$ cat config.mk
export PLATFORM = sky130hd
export DESIGN_NAME = stdp_synapse
export DESIGN_NICKNAME = d
export VERILOG_FILES = /design/src/rtl/stdp_pkg.sv /design/src/rtl/stdp_trace.sv /design/src/rtl/stdp_synapse.sv
export SDC_FILE = /design/constraint.sdc
export NUM_CORES = 1
export LEC_CHECK = 0
export BUFFER_PORTS_ARGS = -buffer_cell sky130_fd_sc_hd__buf_2
export CAP_MARGIN = 10
export CORE_ASPECT_RATIO = 0.9
export CORE_MARGIN = 1
export CORE_UTILIZATION = 40
export DETAILED_ROUTE_END_ITERATION = 16
export GPL_ROUTABILITY_DRIVEN = 0
export PLACE_DENSITY = 0.65
export SLEW_MARGIN = 5
export SYNTH_ARGS = -nofsm -noshare
export SYNTH_HDL_FRONTEND = slang
export SYNTH_HIERARCHICAL = 1
export SYNTH_SLANG_ARGS = --single-unit
$ cat constraint.sdc
create_clock -name clk -period 5.78 [get_ports clk]
set_input_delay 0.867 -clock clk [delete_from_list [all_inputs] [get_ports clk]]
set_output_delay 0.867 -clock clk [all_outputs]
set_load 0.02 [all_outputs]
$ cat src/rtl/stdp_pkg.sv
// Shared constants and arithmetic helpers for the STDP synapse and its trace registers.
// Helpers are sized for the default weight width; the signed delta width leaves room for sign and overflow.
package stdp_pkg;

   localparam int W_WIDTH_DEF  = 8;
   localparam int DELTA_WIDTH  = W_WIDTH_DEF + 2;

   function automatic logic [W_WIDTH_DEF-1:0] sat_add_u(
      input logic [W_WIDTH_DEF-1:0] a,
      input logic [W_WIDTH_DEF-1:0] b
   );
      logic [W_WIDTH_DEF:0] sum;
      sum = {1'b0, a} + {1'b0, b};
      if (sum[W_WIDTH_DEF]) begin
         return '1;
      end
      return sum[W_WIDTH_DEF-1:0];
   endfunction

   function automatic logic [W_WIDTH_DEF-1:0] clamp_w(
      input logic signed [DELTA_WIDTH-1:0] value,
      input logic        [W_WIDTH_DEF-1:0] lo,
      input logic        [W_WIDTH_DEF-1:0] hi
   );
      logic signed [DELTA_WIDTH-1:0] lo_s;
      logic signed [DELTA_WIDTH-1:0] hi_s;
      lo_s = $signed({2'b00, lo});
      hi_s = $signed({2'b00, hi});
      if (value < lo_s) begin
         return lo;
      end
      if (value > hi_s) begin
         return hi;
      end
      return value[W_WIDTH_DEF-1:0];
   endfunction

   // Geometric decay; small values stall once (value >> shift) reaches zero.
   function automatic logic [W_WIDTH_DEF-1:0] decay(
      input logic [W_WIDTH_DEF-1:0] value,
      input int                     shift
   );
      return value - (value >> shift);
   endfunction

endpackage

$ cat src/rtl/stdp_trace.sv
// One STDP eligibility trace: a spike sets (or, with STDP_ALL_TO_ALL_EN, saturating-adds) TRACE_INC,
// a decay tick without a spike shrinks the trace geometrically, otherwise it holds.
module stdp_trace
   import stdp_pkg::*;
#(
   parameter int                 W_WIDTH     = W_WIDTH_DEF,
   parameter logic [W_WIDTH-1:0] TRACE_INC   = 8'd128,
   parameter int                 TRACE_SHIFT = 2
) (
   input  logic               clk,
   input  logic               rst,
   input  logic               spike,
   input  logic               tick,
   output logic [W_WIDTH-1:0] trace_out
);

   logic [W_WIDTH-1:0] trace_q;
   logic [W_WIDTH-1:0] trace_d;

   // A spike outranks a decay tick landing in the same cycle.
   always_comb begin
      trace_d = trace_q;
      if (spike) begin
`ifdef STDP_ALL_TO_ALL_EN
         trace_d = sat_add_u(trace_q, TRACE_INC);
`else
         trace_d = TRACE_INC;
`endif
      end else if (tick) begin
         trace_d = decay(trace_q, TRACE_SHIFT);
      end
   end

   always_ff @(posedge clk) begin
      if (rst) begin
         trace_q <= '0;
      end else begin
         trace_q <= trace_d;
      end
   end

   assign trace_out = trace_q;

endmodule

$ cat src/rtl/stdp_synapse.sv
// Plastic synapse: turns presynaptic spikes into a decaying current and adapts its weight by pair-based STDP.
// Build option STDP_ALL_TO_ALL_EN switches the traces from nearest-neighbour to all-to-all pairing.
module stdp_synapse
   import stdp_pkg::*;
#(
   parameter int                 W_WIDTH      = W_WIDTH_DEF,
   parameter logic [W_WIDTH-1:0] W_INIT       = 8'd64,
   parameter logic [W_WIDTH-1:0] W_MIN        = 8'd0,
   parameter logic [W_WIDTH-1:0] W_MAX        = 8'd255,
   parameter logic [W_WIDTH-1:0] TRACE_INC    = 8'd128,
   parameter int                 TRACE_SHIFT  = 2,
   parameter int                 CUR_SHIFT    = 1,
   parameter int                 LR_SHIFT     = 3,
   parameter int                 DECAY_PERIOD = 4
) (
   input  logic               clk,
   input  logic               rst,
   input  logic               pre_spike,
   input  logic               post_spike,
   input  logic               learn_en,
   output logic [W_WIDTH-1:0] current,
   output logic [W_WIDTH-1:0] weight,
   output logic               update_valid
);

   localparam int CNT_W = $clog2(DECAY_PERIOD);

   logic [CNT_W-1:0]   cnt_q;
   logic [CNT_W-1:0]   cnt_d;
   logic               tick;

   logic [W_WIDTH-1:0] weight_q;
   logic [W_WIDTH-1:0] weight_d;
   logic [W_WIDTH-1:0] current_q;
   logic [W_WIDTH-1:0] current_d;
   logic               update_valid_q;
   logic               update_valid_d;

   logic [W_WIDTH-1:0] pre_trace;
   logic [W_WIDTH-1:0] post_trace;
   logic [W_WIDTH-1:0] pre_lr;
   logic [W_WIDTH-1:0] post_lr;

   logic signed [DELTA_WIDTH-1:0] potentiation;
   logic signed [DELTA_WIDTH-1:0] depression;
   logic signed [DELTA_WIDTH-1:0] weight_sum;
   logic [W_WIDTH-1:0]            weight_new;

   always_comb begin
      tick  = (cnt_q == CNT_W'(DECAY_PERIOD - 1));
      cnt_d = tick ? '0 : cnt_q + CNT_W'(1);
   end

   stdp_trace #(
      .W_WIDTH     (W_WIDTH),
      .TRACE_INC   (TRACE_INC),
      .TRACE_SHIFT (TRACE_SHIFT)
   ) u_pre_trace (
      .clk       (clk),
      .rst       (rst),
      .spike     (pre_spike),
      .tick      (tick),
      .trace_out (pre_trace)
   );

   stdp_trace #(
      .W_WIDTH     (W_WIDTH),
      .TRACE_INC   (TRACE_INC),
      .TRACE_SHIFT (TRACE_SHIFT)
   ) u_post_trace (
      .clk       (clk),
      .rst       (rst),
      .spike     (post_spike),
      .tick      (tick),
      .trace_out (post_trace)
   );

   // Pre-update trace values drive the delta; post_spike potentiates, pre_spike depresses.
   always_comb begin
      pre_lr       = pre_trace >> LR_SHIFT;
      post_lr      = post_trace >> LR_SHIFT;
      potentiation = post_spike ? $signed({2'b00, pre_lr})  : '0;
      depression   = pre_spike  ? $signed({2'b00, post_lr}) : '0;
      weight_sum   = $signed({2'b00, weight_q}) + potentiation - depression;
      weight_new   = clamp_w(weight_sum, W_MIN, W_MAX);
   end

   // A clamped update that leaves the weight where it was must not raise update_valid.
   always_comb begin
      weight_d       = weight_q;
      update_valid_d = 1'b0;
      if (learn_en && (pre_spike || post_spike) && (weight_new != weight_q)) begin
         weight_d       = weight_new;
         update_valid_d = 1'b1;
      end
   end

   always_comb begin
      current_d = current_q;
      if (pre_spike) begin
         current_d = sat_add_u(current_q, weight_q);
      end else if (tick) begin
         current_d = decay(current_q, CUR_SHIFT);
      end
   end

   always_ff @(posedge clk) begin
      if (rst) begin
         cnt_q          <= '0;
         weight_q       <= W_INIT;
         current_q      <= '0;
         update_valid_q <= 1'b0;
      end else begin
         cnt_q          <= cnt_d;
         weight_q       <= weight_d;
         current_q      <= current_d;
         update_valid_q <= update_valid_d;
      end
   end

   assign current      = current_q;
   assign weight       = weight_q;
   assign update_valid = update_valid_q;

endmodule

# --- Word level (Yosys, flattened, before mapping) ---
# Index checks and enable logic that the tools add are counted.
totals:
  reg_bits: 35
  input_bits: 5
  out_inout_bits: 17
  wordCells: 47
op_classes:
  add_sub_neg: 7
  n_lt_le_gt_ge: 2
  eq_ne: 2
  n_mux: 20
  reduce_logical: 8
ops:
  columns: ["cell", "count"]
  rows:
  - ["two-way mux 8 bit", 12]
  - ["subtractor 8 x 6 -> 8 bit", 2]
  - ["greater-than comparator 10 x 9 -> 1 bit, second input constant", 1]
  - ["< comparator 10 x 1 -> 1 bit, second input constant", 1]
  - ["two-way mux 5 bit", 2]
  - ["subtractor 9 x 5 -> 10 bit", 1]
  - ["adder 8 x 5 -> 9 bit", 1]
  - ["adder 8 x 8 -> 9 bit", 1]
  - ["inequality test 8 bit", 1]
  - ["subtractor 8 x 7 -> 8 bit", 1]
  - ["two-way mux 1 bit", 6]
  - ["OR reduction 2 bit", 3]
  - ["nonzero test 2 bit", 2]
  - ["adder 2 x 1 -> 2 bit, second input constant", 1]
  - ["equality test 2 bit, second input constant", 1]
  - ["logical AND 1 bit", 2]
  - ["logical OR 1 bit", 1]

# --- Longest topological paths before layout ---
logic_depth:
  word_depth: 11
  depth_mapped: 16
  depth_no_buf: 14

# --- Modules after synthesis ---
# The synthesis kept the hierarchy.
by_module_without_submodules:
  columns: ["module", "n_inst", "cells_per_inst", "area_each_um2", "seq_area_each_um2"]
  rows:
  - ["stdp_synapse", 1, 268, 2113.3, 380.4]
  - ["stdp_trace", 2, 72, 609.3, 160.2]

# --- Worst setup path before layout ---
# OpenSTA, ideal clock, no wires.
synth_path:
  path_kind: "input-to-reg"
  startpoint: "in pre_spike"
  endpoint: "reg weight_q[0] (netlist: weight[0])"
  setup_time_ns: 0.075
  arrival_time_ns: 4.400
  required_time_ns: 5.705
  setup_slack_ns: 1.305
  path_stages: 13
  n_path_buf: 1
  cell_sequence: "clkbuf_1 nand2_1 fa_1 fa_1 a211oi_2 nor2_1 xnor2_1 or4_1 a211o_1 and3b_1 or3_4 o41a_4 o22ai_1"
synth_via:
  elab_chain_cells: 9
  word_cells_on_any_way: 14
  classes_between: "1 x add/sub; 2 x order compare; 1 x eq/ne; 7 x mux; 3 x reduce/logical"
synth_lines:
  columns: ["element", "line_no", "rtl"]
  rows:
  - ["start, declared", "stdp_synapse.sv:18", "input logic pre_spike,"]
  - ["two-way mux 5 bit", "stdp_synapse.sv:83", "depression = pre_spike ? $signed({2'b00, post_lr}) : '0;"]
  - ["subtractor 9 x 5 -> 10 bit", "stdp_synapse.sv:84", "weight_sum = $signed({2'b00, weight_q}) + potentiation - depression;"]
  - ["greater-than comparator 10 x 9 -> 1 bit", "stdp_pkg.sv:32", "if (value > hi_s) begin"]
  - ["two-way mux 1 bit (2 in series)", "stdp_pkg.sv:32", null]
  - ["two-way mux 8 bit", "stdp_pkg.sv:35", "return value[W_WIDTH_DEF-1:0];"]
  - ["two-way mux 8 bit", "stdp_pkg.sv:32", null]
  - ["inequality test 8 bit", "stdp_synapse.sv:92", "if (learn_en && (pre_spike || post_spike) && (weight_new != weight_q)) begin"]
  - ["logical AND 1 bit", "stdp_synapse.sv:92", null]
  - ["end signal, assigned", "stdp_synapse.sv:115", "weight_q <= weight_d;"]
  - ["end, declared", "stdp_synapse.sv:32", "logic [W_WIDTH-1:0] weight_q;"]
# Several ways; a longest one is shown, not always the timed one. The select of a mux whose other input is x is not followed.
# A chain may end at the register's enable or synchronous reset.

# --- Worst setup path in the final report ---
layout_path:
  startpoint: "in pre_spike"
  endpoint: "reg weight_q[4] (netlist: weight[4])"
# Same word-level chain as after synthesis.

==> metrics list <==
- For the final routed database, the setup TNS stands at 0 ns.
- Async set-reset flop share out of synthesis: 0
- STA classifies the critical path endpoint as a flop.
- Of the total synthesized cell area, the portion taken by XOR and XNOR cells is 0.06309.
- Post-route clock skew: 0.009310 ns
- Final worst path period need: 4.511 ns
- The die is 98.21 um wide.
- In this run the deepest clock path goes through 2 buffers.
* Count of flip-flops with a built-in enable after synthesis: 0
* Total I/O pin count: 22
* Number of warnings reported in the yosys synthesis log: 6
- Mux contribution to synthesized area: 0.006008
- The number of hold-slack violations in the final timing report was 0.
* First-pass iteration count of the detailed router: 10
- In the synthesized netlist, the number of instances is 412.
* Clock buffers created by TritonCTS: 5
- Synthesized net count: 465
* Endpoint required time on the critical path: 5.93 ns
- Syn Std Cell Area: 3332 um2
- For this run, the leading register cell type out of synthesis is dfxtp_1.
* Number of H-tree levels: 2
- After detailed routing, the total wire length is 7309 um.
- Pin count of the biggest net entering global routing: 37
- Hold timing on the final database bottoms out at a slack of 0.4364 ns.
- Leakage power: 1.488 nW
* Adder and majority cell fraction of the synthesized area: 0.2005
* Total length of routed met2 wires: 3289 um
* Vias in the first global route: 2,879
- Number of slew-limit violations in the final report: 0
- Of the total synthesized cell area, the portion taken by AND, OR, NAND and NOR gates is 0.1915.
- Post-route cell area: 3588 um2
- Clock Root Buffer: clkbuf_8
- The tree built by TritonCTS fans out to 35 sinks.
- The floorplan step defined a die boundary enclosing 8699 um2.
* DRC violation count after routing: 4
- Remaining number of nets flagged by the antenna check after routing: 0
- At the worst endpoint, the arrival time is 4.66 ns.
- In the final routed layout, each cell accounts on average for 13.79 um.
- Number of nets in the finished design: 483
- Via count normalized by instance count: 5.547
- Die height: 88.59 um
- Summed over all nets, the half-perimeter wirelength after detailed placement is 5741 um.
* Synthesis-to-finish area growth: 7.698%
- IR analysis of the VDD net gives a maximum drop of 0.1834 mV.
- Along the worst path, the maximum fanout reaches 19.
- Across the run, the number of max-cap violations was 0.
- The most critical setup path has its endpoint at weight[4]$_SDFFE_PP0P_.
- In the global route stage, overall resource usage came out at 0.1827.
* Synthesized flop and latch total: 35
* Ant diodes: 0
- Quantity of hold-fixing buffers added after cts: 0
- The worst register-to-register path begins at u_post_trace/trace_out[4]$_SDFFE_PP0P_.
- Total number of vias: 2,940
- The first routing iteration left 120 violations.
* Depth of the worst register-to-register path: 12
- Routed length on met3: 305 um
- R2r endpoint: weight[4]$_SDFFE_PP0P_
- Of the synthesized area, sequential elements account for 0.2103.
- Leading cell type in the layout, fill and taps excluded: inv_1
* Yosys cell types: 59
- Outcome: complete, but fails checks
- Remaining global-route overflow: 0
- Main combinational cell family by area after synthesis: compound AO/OA/AOI/OAI gates
- Register-to-register setup slack: 1.69 ns
- By startpoint and endpoint, the worst setup path is classified as primary input to flop.
* Met1 wire length: 3660 um
* Fraction of layout instances using a drive strength above 1: 0.09745
- For the worst-skew pair, the clock arrives at the later sink with an insertion delay of 0.28 ns.
- Failing checks: DRC
- Post CTS Setup Buffer Count: 0
- In this run the core area contains 31 standard-cell rows.
- Clock slew at reported path FFs: 0.07 ns
* Core Box Area: 8068 um2
- STA classifies the critical path startpoint as a primary input.
- Setup crit start: pre_spike
- Dpl cell area: 3507 um2
* Setup slack at placement: 1.013 ns
- Most frequent cells in the layout: inv_1 (56), nor2_1 (44), ha_1 (39)
* Power per Cell Area: 473.2 nW/um2
- Final Setup Violations: 0
* Compound-gate portion of the synthesized area: 0.2471
- The count of buffers added on input and output ports is 21.
- The startpoint identified for the worst hold timing path is cnt_q[0]$_SDFF_PP0_.
* Unrepaired setup endpoints after global routing: false
- The number of antenna violations at the first check in global routing was 0.
- Timing would allow up to 221.7 MHz.
* Clock tree from TritonCTS: built
- Top area cells in the synthesized netlist: dfxtp_1 (21%), ha_1 (15%), inv_1 (6.3%)
* Post-CTS resize count: 0
- In this run the top signal layer used is met4.
- Yosys top cell by area: dfxtp_1
- At the pin with the least slew margin, the transition time is 0.6408 ns.
- Area share of the leading cell type in the synthesized netlist: 0.2103
- Starting Density: 0.4130
- Wire length of the first global-routing pass: 12,880 um
- Syn avg cell area: 8.087 um2
* Post-route worst setup slack: 1.269 ns
- Path category of the worst min-delay check: flop to flop
- Final worst path period share: 0.7804
* Worst slew margin: 0.5699
[worst min-delay path by stage]
stage	endpoint	slack, ns	depth (start not counted)
after global placement	cnt_q[0]$_SDFF_PP0_	0.42	1
after detailed placement	cnt_q[0]$_SDFF_PP0_	0.42	1
final	cnt_q[0]$_SDFF_PP0_	0.44	1
after CTS	cnt_q[0]$_SDFF_PP0_	0.43	1
after floorplan	cnt_q[0]$_SDFF_PP0_	0.41	1
after global routing	cnt_q[0]$_SDFF_PP0_	0.45	1
[cells in the mapped netlist, drive strengths merged (7+ instances only)]
master / instances
o31ai: 8
clkbuf: 7
inv: 56
dfxtp: 35
o21ai: 22
nor2: 44
xnor2: 21
a21oi: 21
fa: 9
ha: 39
a211oi: 17
nor3: 10
a21o: 8
nand2: 13
[flip-flops by register name (all words and copies together), names as in the netlist]
name	cells
cnt_q	2
current	8
u_post_trace/trace_out	8
u_pre_trace/trace_out	8
update_valid	1
weight	8
[cell type report]
cell class / count / area [um2]
inverters: 56 / 210.2
multi-input cells: 310 / 2360
clock buffers: 7 / 76.32
clock inverters: 1 / 5.005
repair buffers: 22 / 112.6
flip-flops and latches: 35 / 700.7
fillers: 812 / 4479
well taps: 99 / 123.9
[power by group]
group / total [mW] / leakage, nW / internal (mW) / switching [mW]
combinational: 1.17 / 1.16 / 0.480 / 0.693
clock: 0.171 / 0.0422 / 0.0846 / 0.0860
sequential: 0.355 / 0.287 / 0.283 / 0.0716
total: 1.70 / 1.49 / 0.847 / 0.850
[routing by layer]
metal,global-route usage,vias up
li1,-,1500
met1,0.2382,1361
met2,0.3131,75
met3,0.03239,4
met4,0.05292,0
met5,0,-
[kinds of logic after synthesis]
group / after synthesis
AND/OR/NAND/NOR: 122
adder cells (fa/ha/maj): 48
multiplexers: 2
flip-flops: 35
AO/OA/AOI/OAI: 114
buffers and inverters: 67
XOR/XNOR: 24
[critical path: stages]
cell,delay (ns)
buf_2,0.27
nand2_1,0.12
fa_1,0.53
fa_1,0.49
a211oi_2,0.28
nor4_1,0.11
or4_1,0.56
nand3_1,0.23
o21ai_1,0.08
a31o_2,0.25
nor3_1,0.52
o41a_4,0.27
o22ai_1,0.08
[through the flow]
stage | utilization | total power [mW] | std cells
after floorplan | - | 1.332 | 412
after global placement | 0.4347 | 1.507 | 522
after detailed placement | 0.4347 | 1.515 | 522
after CTS | 0.4448 | 1.692 | 530
after global routing | 0.4448 | 1.861 | 530
final | 0.4448 | 1.698 | 530
Power figures use the tool's default switching activity.
